**src/rtl/wb_port_arbiter.sv**
```systemverilog
// wb_port_arbiter: shares the single register-file write port between the
// in-order pipeline writeback and a buffered multiply/divide result stream.
// Pipeline writes always win. Mul/div results queue in a DEPTH-entry FIFO and
// drain on cycles with no pipeline write. A starvation counter requests a WB
// bubble from the hazard unit once the FIFO has lost MAX_WAIT cycles in a row.
module wb_port_arbiter #(
  parameter int DEPTH    = 4,
  parameter int MAX_WAIT = 8
) (
  input  logic                     clk,
  input  logic                     rst_n,
  input  logic                     RegWriteW,
  input  logic [4:0]               WriteRegW,
  input  logic [31:0]              ResultW,
  input  logic                     md_valid,
  output logic                     md_ready,
  input  logic [4:0]               md_reg,
  input  logic [31:0]              md_data,
  input  logic                     md_flush,
  output logic                     rf_we,
  output logic [4:0]               rf_waddr,
  output logic [31:0]              rf_wdata,
  output logic                     md_pending,
  output logic                     stall_req,
  output logic [$clog2(DEPTH):0]   fifo_count
);

  localparam int AW = $clog2(DEPTH);
  localparam int CW = AW + 1;
  localparam int WW = $clog2(MAX_WAIT + 1);

  typedef struct packed {
    logic [4:0]  rd;
    logic [31:0] data;
  } md_entry_t;

  md_entry_t         r_mem [DEPTH];
  logic [AW-1:0]     r_head;
  logic [AW-1:0]     r_tail;
  logic [CW-1:0]     r_count;
  logic [WW-1:0]     r_wait;
  logic              r_rf_we;
  logic [4:0]        r_rf_waddr;
  logic [31:0]       r_rf_wdata;

  logic              w_pipe_req;
  logic              w_enq;
  logic              w_deq;
  logic              w_fifo_nonempty;
  md_entry_t         w_head;

  // Request/grant decode; everything here depends only on inputs and
  // registered state, and md_ready depends on the registered count alone.
  always_comb begin
    w_fifo_nonempty = (r_count != '0);
    w_pipe_req      = RegWriteW && (WriteRegW != 5'd0);
    md_ready        = (r_count < CW'(DEPTH));
    w_enq           = md_valid && md_ready && !md_flush;
    w_deq           = !w_pipe_req && w_fifo_nonempty && !md_flush;
    w_head          = r_mem[r_head];
  end

  // FIFO storage: written on enqueue only.
  // NOTE: the entry array has no reset; validity is tracked by the pointers
  // and count, so resetting the storage would only add reset fan-out.
  always_ff @(posedge clk) begin
    if (w_enq) r_mem[r_tail] <= '{rd: md_reg, data: md_data};
  end

  // FIFO pointers and occupancy; flush empties the queue in one edge.
  // NOTE: all sequential state uses non-blocking assignments so every
  // register samples pre-edge values regardless of block ordering.
  always_ff @(posedge clk or negedge rst_n) begin
    if (!rst_n) begin
      r_head  <= '0;
      r_tail  <= '0;
      r_count <= '0;
    end else if (md_flush) begin
      r_head  <= '0;
      r_tail  <= '0;
      r_count <= '0;
    end else begin
      if (w_enq) r_tail <= r_tail + AW'(1);
      if (w_deq) r_head <= r_head + AW'(1);
      r_count <= r_count + CW'(w_enq) - CW'(w_deq);
    end
  end

  // Starvation counter: counts consecutive cycles the FIFO held data but lost.
  always_ff @(posedge clk or negedge rst_n) begin
    if (!rst_n) begin
      r_wait <= '0;
    end else if (md_flush || !w_fifo_nonempty || !w_pipe_req) begin
      r_wait <= '0;
    end else if (r_wait != WW'(MAX_WAIT)) begin
      r_wait <= r_wait + WW'(1);
    end
  end

  // Registered write port: pipeline first, then FIFO head, else idle (hold).
  always_ff @(posedge clk or negedge rst_n) begin
    if (!rst_n) begin
      r_rf_we    <= 1'b0;
      r_rf_waddr <= 5'd0;
      r_rf_wdata <= 32'd0;
    end else if (w_pipe_req) begin
      r_rf_we    <= 1'b1;
      r_rf_waddr <= WriteRegW;
      r_rf_wdata <= ResultW;
    end else if (w_deq) begin
      r_rf_we    <= (w_head.rd != 5'd0);
      r_rf_waddr <= w_head.rd;
      r_rf_wdata <= w_head.data;
    end else begin
      r_rf_we    <= 1'b0;
    end
  end

  assign rf_we      = r_rf_we;
  assign rf_waddr   = r_rf_waddr;
  assign rf_wdata   = r_rf_wdata;
  assign fifo_count = r_count;
  assign md_pending = w_fifo_nonempty;
  assign stall_req  = (r_wait == WW'(MAX_WAIT));

endmodule

```
**config.mk**
```make
export PLATFORM = sky130hd
export DESIGN_NAME = wb_port_arbiter
export DESIGN_NICKNAME = d
export VERILOG_FILES = /design/src/rtl/wb_port_arbiter.sv
export SDC_FILE = /design/constraint.sdc
export NUM_CORES = 1
export LEC_CHECK = 0
export ABC_CLOCK_PERIOD_IN_PS = 2410
export CAP_MARGIN = 20
export CORE_MARGIN = 3
export CORE_UTILIZATION = 53
export DETAILED_ROUTE_END_ITERATION = 6
export GPL_ROUTABILITY_DRIVEN = 0
export PLACE_DENSITY_LB_ADDON = 0.25
export SLEW_MARGIN = 20
export SYNTH_ARGS = -nofsm -noshare
export SYNTH_HDL_FRONTEND = slang
export SYNTH_SLANG_ARGS = --single-unit
```
**constraint.sdc**
```tcl
create_clock -name clk -period 2.41 [get_ports clk]
set_input_delay 0.241 -clock clk [delete_from_list [all_inputs] [get_ports clk]]
set_output_delay 0.241 -clock clk [all_outputs]
set_load 0.05 [all_outputs]
```
==> metrics.cfg <==
[route]
drt_pass1_iterations=4
wl_um=15500
wl_per_cell_um=20.3
ant_nets=0
vias=4251
first_iter_violations=282
drt-vias-per-instance=5.59
drc_errors=0

[floorplanning]
initial_utilization=0.550
boundaryPins=123
row_count=43
dieArea_um2=16100
die-width_um=127
core-area_um2=14000
die_h_um=127

[yosys]
synth-edff-count=148
yosys_warnings=0
yosys.area.top_type_share=0.575
synth-async-reset-ratio=0.249
synth_seq_cells=197
syn-instance-count=428
synth_nets=516
netlist-cell-type-count=28
synthTopCellsByArea=edfxtp_1 (58%), dfrtp_1 (16%), mux4_2 (11%)
syn_avg_cell_area_um2=18.0
synthFlopType=edfxtp_1
synth_top_cell_by_area=edfxtp_1
yosysSeqAreaShare=0.734
synth_area_um2=7720

[critical_path]
regToRegSetupSlack_ps=300
crit_type=primary input to register
r2r_end=fifo_count[1]$_DFF_PN0_
cp.required_ps=2730
crit_path_max_fanout=2
crit_arrival_ps=2600
timing.rr.start=fifo_count[2]$_DFF_PN0_
worstSetupEndpointType=register
reg2reg_depth=10
cp-start-kind=primary input

[sta]
period_needed_ps=2290
final_max_slew_viol_count=0
max_clock_freq_ghz=0.438
setup_tns_ps=0
setup-violations-final=0
hold_viol=0
setup_ws_ps=124
fin_crit_sh=0.948
finClkSkew_ps=10.8
max_slew_margin=0.564
whs_ps=344
rsz0062_at_grt=no
worst_pin_slew_ps=653

[place]
dp_hpwl_um=10100
port-buffer-count=122
place_ws_ps=-326
place_area_um2=9300

[clocking]
cts_inserted_buffers=17
root_buffer=clkbuf_16
cts.htree.levels=4
cts_tree=built
cts_setup_buffers=0
insertion_delay_ps=430
cts.sinks=197
cts.clk_slew.worst_paths_ps=70
cts.path.max_buffers=2

[grt]
grtUsageTotal=0.206
grt_max_degree=73
grt_pass1_wl_um=24900
gr-total-overflow=0
grt_pass1_vias=4579
antenna_found_initial=0

[finish]
antennaDiodeCount=0
syn_to_final_growth_pct=28.9
drive_gt1_frac=0.174
nets=656
finalInstanceArea_um2=9950

[min_path]
min-delay-path-class=primary input to async pin

[power]
powerDensity_nw_per_um2=972
p_total_mw=9.67
leakage_nw=3.49
peakVddDrop_uv=536

[status]
status=finished, final reports clean

[job]
cap_violations=0

-- cells by family (layout without fill, tap and decap cells) --
group / after synthesis / after routing / share of synthesized area
DFF: 197 / 197 / 0.734
muxes: 77 / 77 / 0.160
and+or+nand+nor: 66 / 66 / 0.0366
AOI/OAI and AO/OA: 42 / 42 / 0.0275
buffers and inverters: 31 / 184 / 0.0194
adders and majority gates: 9 / 9 / 0.0156
xor gates and xnor gates: 6 / 6 / 0.00680
-- registers in the layout, indices dropped and copies added, names as in the netlist --
register and count:
fifo_count 3, rf_we 1, r_mem 148, rf_waddr 5, r_tail 2, rf_wdata 32
r_wait 4, r_head 2
-- power breakdown --
group | switching [mW] | internal [mW] | total, mW
Clock | 1.16 | 1.89 | 3.05
Sequential | 0.163 | 3.97 | 4.13
Combinational | 1.44 | 1.05 | 2.49
Total | 2.76 | 6.91 | 9.67
-- per-stage QoR --
step	utilization	cells
after floorplan	-	428
after global placement	0.662	728
after detailed placement	0.662	728
after CTS	0.709	761
after global routing	0.709	761
final	0.709	761
-- worst max-delay path by stage --
stage	from	to	slack [ps]	cells after the start
after floorplan	WriteRegW[1]	fifo_count[1]$_DFF_PN0_	-30	11
after global placement	WriteRegW[1]	fifo_count[1]$_DFF_PN0_	-270	10
after detailed placement	WriteRegW[1]	fifo_count[1]$_DFF_PN0_	-330	10
after CTS	WriteRegW[1]	fifo_count[1]$_DFF_PN0_	130	10
after global routing	WriteRegW[1]	fifo_count[1]$_DFF_PN0_	30	10
final	WriteRegW[1]	fifo_count[1]$_DFF_PN0_	120	10
-- worst max-delay path: stages --
cell             delay (ps)
clkdlybuf4s50_1         430
or4_4                   540
o21a_2                  250
nor3_2                  100
ha_1                    240
inv_1                    50
ha_1                    130
inv_1                    50
fa_2                    520
nor2_1                   40
-- layout make-up --
cell class | count | area (um2)
clock inverter | 10 | 178
fill | 900 | 4090
multi-input combinational | 200 | 1920
sequential | 197 | 5670
timing repair buffer | 143 | 1450
clock buffer | 22 | 464
tap | 180 | 225
inverter | 9 | 37.5
-- per-layer routing --
metal,routed length (um),global-route usage,up-vias,share of wire
met3,804,0.0459,27,0.052
met4,271,0.0757,0,0.018
met2,8230,0.360,138,0.53
met1,6180,0.254,2164,0.40
li1,-,-,1922,-
met5,0,0,-,0
-- synth_stat cells (4+ instances only) --
cell / number
ha_1: 8
dfrtp_1: 49
nor2_1: 11
mux2i_1: 39
buf_2: 6
mux4_2: 37
xnor2_1: 4
edfxtp_1: 148
nand2_1: 41
and2_1: 4
clkbuf_1: 10
o21ai_0: 39
inv_1: 9
-- timing repair --
action,in CTS,in global routing
resized for setup,2,0
hold endpoints to repair,20,0
hold buffers,1,0
setup endpoints to repair,2,0
-- cells in the final DEF, fill, tap and decap left out --
cell / instances
nand3_1: 2
or3_1: 1
nand2_1: 41
clkbuf_1: 3
edfxtp_1: 148
xor2_1: 2
or4_1: 1
clkinv_2: 4
xnor2_1: 4
nor3_1: 2
nor2b_1: 2
o21ai_1: 1
a21oi_1: 1
nor3_2: 1
fa_2: 1
mux2_2: 1
o21a_2: 1
dfrtp_1: 46
o21ai_0: 39
clkbuf_8: 2
nor2_1: 10
dlygate4sd2_1: 2
buf_4: 14
buf_12: 6
clkbuf_16: 17
clkinvlp_4: 2
dfrtp_2: 3
nor2_4: 1
inv_1: 8
mux2i_1: 39
bufinv_16: 5
clkdlybuf4s50_1: 119
and2_2: 4
or4_4: 1
mux4_2: 37
ha_1: 8
dlygate4sd3_1: 1
buf_2: 1
Note: power is estimated with default switching activity, not from simulation.
